**config.mk**
```make
export PLATFORM = sky130hd
export DESIGN_NAME = instr_issue_queue
export DESIGN_NICKNAME = d
export VERILOG_FILES = /design/src/rtl/instr_issue_queue_pkg.sv /design/src/rtl/instr_issue_queue_sync_fifo.sv /design/src/rtl/instr_issue_queue.sv
export SDC_FILE = /design/constraint.sdc
export NUM_CORES = 1
export LEC_CHECK = 0
export CAP_MARGIN = 20
export CORE_MARGIN = 1
export CORE_UTILIZATION = 60
export DETAILED_ROUTE_END_ITERATION = 8
export DONT_BUFFER_PORTS = 1
export PLACE_DENSITY = 0.73
export SLEW_MARGIN = 20
export SYNTH_ARGS = -nofsm -noshare
export SYNTH_HDL_FRONTEND = slang
export SYNTH_HIERARCHICAL = 1
export SYNTH_SLANG_ARGS = --single-unit
export TNS_END_PERCENT = 100
```
**constraint.sdc**
```tcl
create_clock -name clock -period 4.5 [get_ports clock]
set_clock_uncertainty 0.1 [all_clocks]
set_input_delay 0.675 -clock clock [delete_from_list [all_inputs] [get_ports clock]]
set_output_delay 0.675 -clock clock [all_outputs]
set_load 0.03 [all_outputs]
```
**src/rtl/instr_issue_queue_pkg.sv**
```systemverilog
// Shared types and constants for the instruction issue queue.
package instr_issue_queue_pkg;

  typedef enum logic [1:0] {
    IDLE = 2'd0,
    RUN  = 2'd1,
    DONE = 2'd2
  } queue_state_t;

  localparam int DEFAULT_DEPTH = 8;
  localparam int DEFAULT_WIDTH = 12;
  localparam int CNT_W         = 4;

  // Both operands immediate, op 00: harmless when issued.
  localparam logic [11:0] NOP_INSTR = 12'h00C;

endpackage

```
**src/rtl/instr_issue_queue_sync_fifo.sv**
```systemverilog
// Synchronous FIFO storage for the issue queue; clear empties it in one cycle.
module sync_fifo #(
  parameter int DEPTH = 8,
  parameter int WIDTH = 12,
  parameter int CNT_W = 4
) (
  input  logic             clock,
  input  logic             reset_n,
  input  logic             clear,
  input  logic             push,
  input  logic             pop,
  input  logic [WIDTH-1:0] din,
  output logic [WIDTH-1:0] dout,
  output logic             full,
  output logic             empty,
  output logic [CNT_W-1:0] count
);

  localparam int              PW      = (DEPTH > 1) ? $clog2(DEPTH) : 1;
  localparam logic [PW-1:0]   LAST    = PW'(DEPTH - 1);
  localparam logic [CNT_W-1:0] DEPTH_C = CNT_W'(DEPTH);

  logic [WIDTH-1:0] r_mem [DEPTH];
  logic [PW-1:0]    r_wr_ptr;
  logic [PW-1:0]    r_rd_ptr;
  logic [CNT_W-1:0] r_count;
  logic             w_do_push;
  logic             w_do_pop;

  assign full      = (r_count == DEPTH_C);
  assign empty     = (r_count == '0);
  assign w_do_push = push && !full && !clear;
  assign w_do_pop  = pop && !empty && !clear;
  assign dout      = r_mem[r_rd_ptr];
  assign count     = r_count;

  always_ff @(posedge clock) begin
    if (w_do_push) r_mem[r_wr_ptr] <= din;
  end

  always_ff @(posedge clock or negedge reset_n) begin
    if (!reset_n) begin
      r_wr_ptr <= '0;
      r_rd_ptr <= '0;
      r_count  <= '0;
    end else if (clear) begin
      r_wr_ptr <= '0;
      r_rd_ptr <= '0;
      r_count  <= '0;
    end else begin
      if (w_do_push) r_wr_ptr <= (r_wr_ptr == LAST) ? '0 : r_wr_ptr + PW'(1);
      if (w_do_pop)  r_rd_ptr <= (r_rd_ptr == LAST) ? '0 : r_rd_ptr + PW'(1);
      case ({w_do_push, w_do_pop})
        2'b10:   r_count <= r_count + CNT_W'(1);
        2'b01:   r_count <= r_count - CNT_W'(1);
        default: r_count <= r_count;
      endcase
    end
  end

endmodule

```
**src/rtl/instr_issue_queue.sv**
```systemverilog
// Instruction issue queue: loader fills a FIFO, a run issues prog_len entries one per cycle.
// Define OPERAND_CHECK_EN to replace operand-hazard entries by NOP and raise fault.
module instr_issue_queue
  import instr_issue_queue_pkg::*;
#(
  parameter int DEPTH = DEFAULT_DEPTH,
  parameter int WIDTH = DEFAULT_WIDTH
) (
  input  logic             clock,
  input  logic             reset_n,
  input  logic             in_valid,
  input  logic [WIDTH-1:0] in_instr,
  output logic             in_ready,
  input  logic             start,
  input  logic [3:0]       prog_len,
  input  logic             flush,
  output logic [WIDTH-1:0] instruction,
  output logic             issue_valid,
  output logic [2:0]       issue_slot,
  output logic [3:0]       count,
  output logic             busy,
  output logic             done,
  output logic             fault,
  output logic [1:0]       o_dbg_state
);

  localparam logic [3:0]       DEPTH_L = 4'(DEPTH);
  localparam logic [WIDTH-1:0] NOP_W   = WIDTH'(NOP_INSTR);

  queue_state_t     r_state;
  logic [3:0]       r_len;
  logic [3:0]       r_issued;
  logic [WIDTH-1:0] r_instr;
  logic             r_valid;
  logic [2:0]       r_slot;
  logic             r_done;
  logic             r_fault;

  logic             w_full;
  logic             w_empty;
  logic [3:0]       w_count;
  logic [WIDTH-1:0] w_head;
  logic [WIDTH-1:0] w_issue;
  logic             w_hazard;
  logic             w_push;
  logic             w_pop;
  logic             w_start_ok;

  // Handshake: a push happens on any cycle where in_valid && in_ready; in_instr must be
  // stable while in_valid is high and in_ready is low. in_ready never depends on in_valid.
  assign in_ready   = reset_n && !w_full && (r_state != DONE) && !flush;
  assign w_push     = in_valid && in_ready;
  assign w_start_ok = start && (r_state == IDLE) && (prog_len != 4'd0) && (prog_len <= DEPTH_L);
  assign w_pop      = (r_state == RUN) && !w_empty && (r_issued != r_len) && !flush;

`ifdef OPERAND_CHECK_EN
  // Register operands (immediate bit clear) must name a slot already issued.
  assign w_hazard = (!w_head[3] && (w_head[10:8] >= r_issued[2:0])) ||
                    (!w_head[2] && (w_head[6:4]  >= r_issued[2:0]));
  assign w_issue  = w_hazard ? NOP_W : w_head;
`else
  assign w_hazard = 1'b0;
  assign w_issue  = w_head;
`endif

  sync_fifo #(
    .DEPTH (DEPTH),
    .WIDTH (WIDTH),
    .CNT_W (CNT_W)
  ) u_fifo (
    .clock   (clock),
    .reset_n (reset_n),
    .clear   (flush),
    .push    (w_push),
    .pop     (w_pop),
    .din     (in_instr),
    .dout    (w_head),
    .full    (w_full),
    .empty   (w_empty),
    .count   (w_count)
  );

  always_ff @(posedge clock or negedge reset_n) begin
    if (!reset_n) begin
      r_state  <= IDLE;
      r_len    <= '0;
      r_issued <= '0;
      r_instr  <= NOP_W;
      r_valid  <= 1'b0;
      r_slot   <= '0;
      r_done   <= 1'b0;
      r_fault  <= 1'b0;
    end else if (flush) begin
      r_state  <= IDLE;
      r_instr  <= NOP_W;
      r_valid  <= 1'b0;
      r_done   <= 1'b0;
      r_fault  <= 1'b0;
    end else begin
      r_instr <= NOP_W;
      r_valid <= 1'b0;
      r_done  <= 1'b0;
      case (r_state)
        IDLE: begin
          if (w_start_ok) begin
            r_state  <= RUN;
            r_len    <= prog_len;
            r_issued <= '0;
            r_slot   <= '0;
            r_fault  <= 1'b0;
          end
        end
        RUN: begin
          // An empty queue stalls: NOP goes out and the issued count holds.
          if (r_issued == r_len) begin
            r_state <= DONE;
            r_done  <= 1'b1;
          end else if (w_pop) begin
            r_instr  <= w_issue;
            r_valid  <= 1'b1;
            r_slot   <= r_issued[2:0];
            r_issued <= r_issued + 4'd1;
            if (w_hazard) r_fault <= 1'b1;
          end
        end
        DONE:    r_state <= IDLE;
        default: r_state <= IDLE;
      endcase
    end
  end

  assign instruction = r_instr;
  assign issue_valid = r_valid;
  assign issue_slot  = r_slot;
  assign count       = w_count;
  assign busy        = (r_state == RUN);
  assign done        = r_done;
  assign fault       = r_fault;
  assign o_dbg_state = r_state;

endmodule

```
# Yosys cells after proc, flatten, opt, wreduce, memory -nomap -nowiden
# Memories as Yosys holds them, arrays and structs flattened.
# Index checks and enable logic that the tools add are counted.
# W data, S select, Z words.
[classes] n_addsub=5 n_lt_le_gt_ge=1 eq_ne=14 muxes=36 bitwise_logic=1 n_reduce_logical=30
[ops] operator="$mux W12" count=4
[ops] operator="$mux W3" count=9
[ops] operator="$mux W4" count=4
[ops] operator="$pmux W4 S2" count=2
[ops] operator="$logic_and A1 B1 Y1" count=14
[ops] operator="$mux W1" count=12
[ops] operator="$reduce_bool A2 Y1" count=5
[ops] operator="$add A4 B1 Y4 const B" count=2
[ops] operator="$add A3 B1 Y3 const B" count=2
[ops] operator="$eq A3 B3 Y1 const B" count=2
[ops] operator="$mux W2" count=3
[ops] operator="$ne A2 B2 Y1 const B" count=3
[ops] operator="$pmux W3 S2" count=1
[ops] operator="$reduce_and A5 Y1" count=1
[ops] operator="$eq A2 B1 Y1 const B" count=2
[ops] operator="$eq A4 B4 Y1" count=1
[ops] operator="$eq A4 B4 Y1 const B" count=1
[ops] operator="$le A4 B4 Y1 const B" count=1
[ops] operator="$logic_not A4 Y1" count=1
[ops] operator="$ne A4 B4 Y1" count=1
[ops] operator="$pmux W2 S2" count=1
[ops] operator="$reduce_and A2 Y1" count=2
[ops] operator="$reduce_bool A4 Y1" count=1
[ops] operator="$sub A4 B1 Y4 const B" count=1
[ops] operator="9 further kinds" count=11
[word_totals] ff_bits=38 ramBits=96 inputBits=21 output_inout_bits=26 word_cells=99 memories=1
[memory_table] name="u_fifo.r_mem" words=8 width=12 rd=1 rd_clocked_by_memory_dff=0 wr=1 line="instr_issue_queue_sync_fifo.sv:23" source="logic [WIDTH-1:0] r_mem [DEPTH];"

# Logic depth before layout (Yosys ltp)
[depth] depth_word=11 mapped_depth=14 mapped_depth_nobuf=11

# Cells and area by module
# Netlist, hierarchy kept.
[by_module_without_submodules] module="sync_fifo" instances=1 cells_per_inst=222 area_each_um2=4359.2 seq_area_each_um2=3133.0
[by_module_without_submodules] module="instr_issue_queue" instances=1 cells_per_inst=96 area_each_um2=1159.9 seq_area_each_um2=678.2

# Worst setup path before layout
# Ideal clock, no wire load.
[synth_timing] kind="register -> register" start="register u_fifo.r_count[1], in the netlist u_fifo/count[1]" end="memory u_fifo.r_mem[0][0], enable pin" setup_time_ps=396 arrival_ps=3847 required_ps=4004 setup_slack_ps=156 stages_incl_launch_ff=10 path_cell_list="dfrtp_1 or4b_4 buf_6 inv_1 nor4b_1 and2_1 clkbuf_1 and3_1 nand2b_1 nor3_1"
[synth_via] elab_chain_cells=10
[synth_rtl] element="from (decl)" line="instr_issue_queue_sync_fifo.sv:26" source="logic [CNT_W-1:0] r_count;"
[synth_rtl] element="from (signal assigned)" line="instr_issue_queue_sync_fifo.sv:54" source="2'b10: r_count <= r_count + CNT_W'(1);"
[synth_rtl] element="from (signal assigned)" line="instr_issue_queue_sync_fifo.sv:55" source="2'b01: r_count <= r_count - CNT_W'(1);"
[synth_rtl] element="from (signal assigned)" line="instr_issue_queue_sync_fifo.sv:56" source="default: r_count <= r_count;"
[synth_rtl] element="$eq A4 B4 Y1" line="instr_issue_queue_sync_fifo.sv:30" source="assign full = (r_count == DEPTH_C);"
[synth_rtl] element="named net w_full" line="instr_issue_queue.sv:39" source="logic w_full;"
[synth_rtl] element="$logic_not A1 Y1" line="instr_issue_queue.sv:51" source="assign in_ready = reset_n && !w_full && (r_state != DONE) && !flush;"
[synth_rtl] element="$logic_and A1 B1 Y1 (3 in a row)" line="instr_issue_queue.sv:51"
[synth_rtl] element="named net in_ready" line="instr_issue_queue.sv:13" source="output logic in_ready,"
[synth_rtl] element="$logic_and A1 B1 Y1" line="instr_issue_queue.sv:52" source="assign w_push = in_valid && in_ready;"
[synth_rtl] element="named net w_push" line="instr_issue_queue.sv:45" source="logic w_push;"
[synth_rtl] element="$logic_and A1 B1 Y1 (2 in a row)" line="instr_issue_queue_sync_fifo.sv:32" source="assign w_do_push = push && !full && !clear;"
[synth_rtl] element="$mux W1" line="instr_issue_queue_sync_fifo.sv:38" source="if (w_do_push) r_mem[r_wr_ptr] <= din;"
[synth_rtl] element="$mux W1 (implied by the code)" line="instr_issue_queue_sync_fifo.sv:38"
[synth_rtl] element="to (decl)" line="instr_issue_queue_sync_fifo.sv:23"
# The timed path passes the listed nets, and every way through them passes these cells.

# Final worst setup path
[layout_timing] start="register u_fifo.r_count[0], in the netlist u_fifo/count[0]" end="memory u_fifo.r_mem[7][11], enable pin"
# The elaborated chain is that of the path after synthesis.

==> impl_metrics.tcl <==
set metrics [dict create \
    status "finished, violations left" \
    violations "design-rule violations" \
    powerDensity_nw_per_um2 459 \
    wl_microns 9950 \
    max_slew_margin_pct 31.9 \
    yosysSeqAreaShare_pct 69.1 \
    synth-edff-count 96 \
    synthesis.instances 318 \
    cpMostUsedCell "buf_4" \
    numCtsBuffers 17 \
    syn_area_sq_um 5520 \
    timing.setup.tns_ps 0 \
    drv_slew 0 \
    setup_viol 0 \
    period_share_pct 76.6 \
    yosys-mux-area-fraction_pct 14.0 \
    end_kind "flip-flop" \
    dominantRegCellSynth "edfxtp_1" \
    ant_nets 0 \
    synth_compound_area_share_pct 3.54 \
    r2r_setup_slack_ps 1050 \
    crit_slowest_cell "dfrtp_1" \
    vias 2807 \
    synthArstFlopShare_pct 27.8 \
    fin_cells 456 \
    drive_gt1_share_pct 27.0 \
    ctsHoldBuffers 2 \
    post-cts-setup-buffers 0 \
    place_ws_ps 1070 \
    fill_cells 557 \
    pin_count 47 \
    fp.dieH_microns 97.9 \
    placedCellCount 422 \
    post-dp-hpwl_microns 5980 \
    area_delta_synth_final_pct 14.2 \
    nNetsFinal 364 \
    dieWidth_microns 97.9 \
    r2r_cells 9 \
    worst_pin_slew_ps 1020 \
    cts_buffer_depth 2 \
    yosys.area_share.simple_pct 8.39 \
    timing.critical_path.arrival_ps 3580 \
    hp-class "input port to flip-flop" \
    regToRegStartpoint "u_fifo/count[0]" \
    antenna_found_initial 0 \
    clkTransAtPathRegs_ps 60 \
    grt_overflow 0 \
    synth_cell_types 47 \
    start_util_pct 62.7 \
    synth_top_family_by_area "multiplexers" \
    slowest_delay_ps 740 \
    routed_via_density 6.16 \
    cts-htree-levels 4 \
    ir_worst_vdd_mv 0.409 \
    grt_max_degree 38 \
    synth_nets 347 \
    drcViolationCount 3 \
    wire_per_inst_microns 21.8 \
    gp_congestion 0.775 \
    clock_sinks 133 \
    setup_ws_ps 1050 \
    die_area_sq_um 9590 \
    yosys.area_share.adder_pct 1.95 \
    ys_warn_count 6 \
    grtUsageTotal_pct 23.0 \
    period_minus_slack_ps 3450 \
    max_freq_mhz 290 \
    core-area_sq_um 8810 \
    synth_xor_area_share_pct 0.952 \
    synth-seq-cells 133 \
    tritoncts "done" \
    rr_endpoint "u_fifo/r_mem[7][11]" \
    mostFrequentLayoutCells "edfxtp_1 (96), dfrtp_1 (35), mux4_2 (24)" \
    critPathKind "flip-flop to flip-flop" \
    clk_latency_ps 530 \
    worstPathMaxFanout 9 \
    grt_pass1_wl_microns 15700 \
    cap_violations 0 \
    setup.worst_path.end "u_fifo/r_mem[7][11]" \
    crit_path_start_kind "flip-flop" \
    rsz0062_at_grt "no" \
    num_rows 34 \
    required_ps 4640 \
    hold_viol_final 0 \
    layout_commonest_cell "edfxtp_1" \
    root_buffer "clkbuf_8" \
    cp-startpoint "u_fifo/count[0]" \
    leakage_uw 0.00227 \
    drt-pass1-iter-count 6 \
    port_buffers 0 \
    ctsResizeCount 0 \
    antenna_cells 0 \
    syn_avg_cell_area_sq_um 17.4 \
    grt_pass1_vias 2886 \
    path_cells "or4b_4 > inv_1 > nor4b_1 > buf_4 > and2_1 > and3_1 > nand2_1 > nor2_1 > buf_4" \
    drt_iter0_drc 159 \
]
## area by class of cell
cell class	count	area, sq um	share of cell area (%)
Sequential cell	133	3810	60.5
Inverter	2	7.51	0.119
Clock buffer	18	418	6.63
Multi-Input combinational cell	166	1600	25.4
Timing Repair Buffer	15	128	2.03
Clock inverter	14	200	3.18
Tap cell	108	135	2.14
## metrics by stage
stage | util (%) | hold WS (ps) | total power, uW | instance area (sq um)
2_1_floorplan | - | 279 | 1450 | 5520
3_3_place_gp | 64.2 | 280 | 1470 | 5650
3_5_place_dp | 64.2 | 281 | 1470 | 5650
4_1_cts | 71.6 | 84.9 | 2910 | 6300
5_1_grt | 71.6 | 86.4 | 2960 | 6300
6_report | 71.6 | 100 | 2890 | 6300
## routing by layer
layer / GRT usage, % / part of all wire [%]
met1: 30.0 / 42
met2: 37.4 / 52
met5: 0 / 0
met4: 7.81 / 1.7
met3: 6.87 / 4.7
## worst max-delay path: cells and delay by family (launching register included)
family | cells | cell delay, ps
buffers and inverters | 3 | 540
DFF | 1 | 740
and+or+nand+nor | 6 | 1760
## state kept, by name, indices dropped and copies added, names as in the netlist
signal,count
u_fifo/r_mem,96
instruction,12
r_issued,4
r_len,4
u_fifo/count,4
issue_slot,3
u_fifo/r_rd_ptr,3
u_fifo/r_wr_ptr,3
o_dbg_state,2
done,1
issue_valid,1
## logic make-up (layout without fill, tap and decap cells)
family / after synthesis / in the layout
muxes: 45 / 45
xor gates and xnor gates: 6 / 6
buffers and inverters: 19 / 49
adders and majority gates: 8 / 8
AOI/OAI and AO/OA: 22 / 22
DFF: 133 / 133
other: 1 / 1
and+or+nand+nor: 84 / 84
## Yosys cell counts (6+ instances only)
master	instances	share of area (%)
mux4_2	24	9.8
nand2_1	14	0.95
nand3_1	9	0.82
nor2_1	18	1.2
ha_1	7	1.6
edfxtp_1	96	52
clkbuf_1	6	0.41
mux2_2	16	3.3
a21oi_1	7	0.63
and2_1	12	1.4
xnor2_1	6	0.95
dfrtp_1	35	16
## worst min path at each step
| stage | from | end | slack, ps | cells past startpoint |
|---|---|---|---|---|
| 3_5_place_dp | reset_n | issue_slot[1] | 280 | 0 |
| 2_1_floorplan | reset_n | done | 280 | 0 |
| 3_3_place_gp | reset_n | r_issued[2] | 280 | 0 |
| 6_report | flush | u_fifo/r_wr_ptr[2] | 100 | 1 |
| 5_1_grt | flush | u_fifo/r_rd_ptr[0] | 90 | 1 |
| 4_1_cts | flush | u_fifo/r_wr_ptr[2] | 80 | 1 |
## report_power, final
part / internal (uW) / total, uW / switching, uW
Sequential: 1340 / 1360 / 25.9
Clock: 906 / 1440 / 531
Combinational: 37.2 / 90.7 / 53.4
Note: power is estimated with default switching activity, not from simulation.
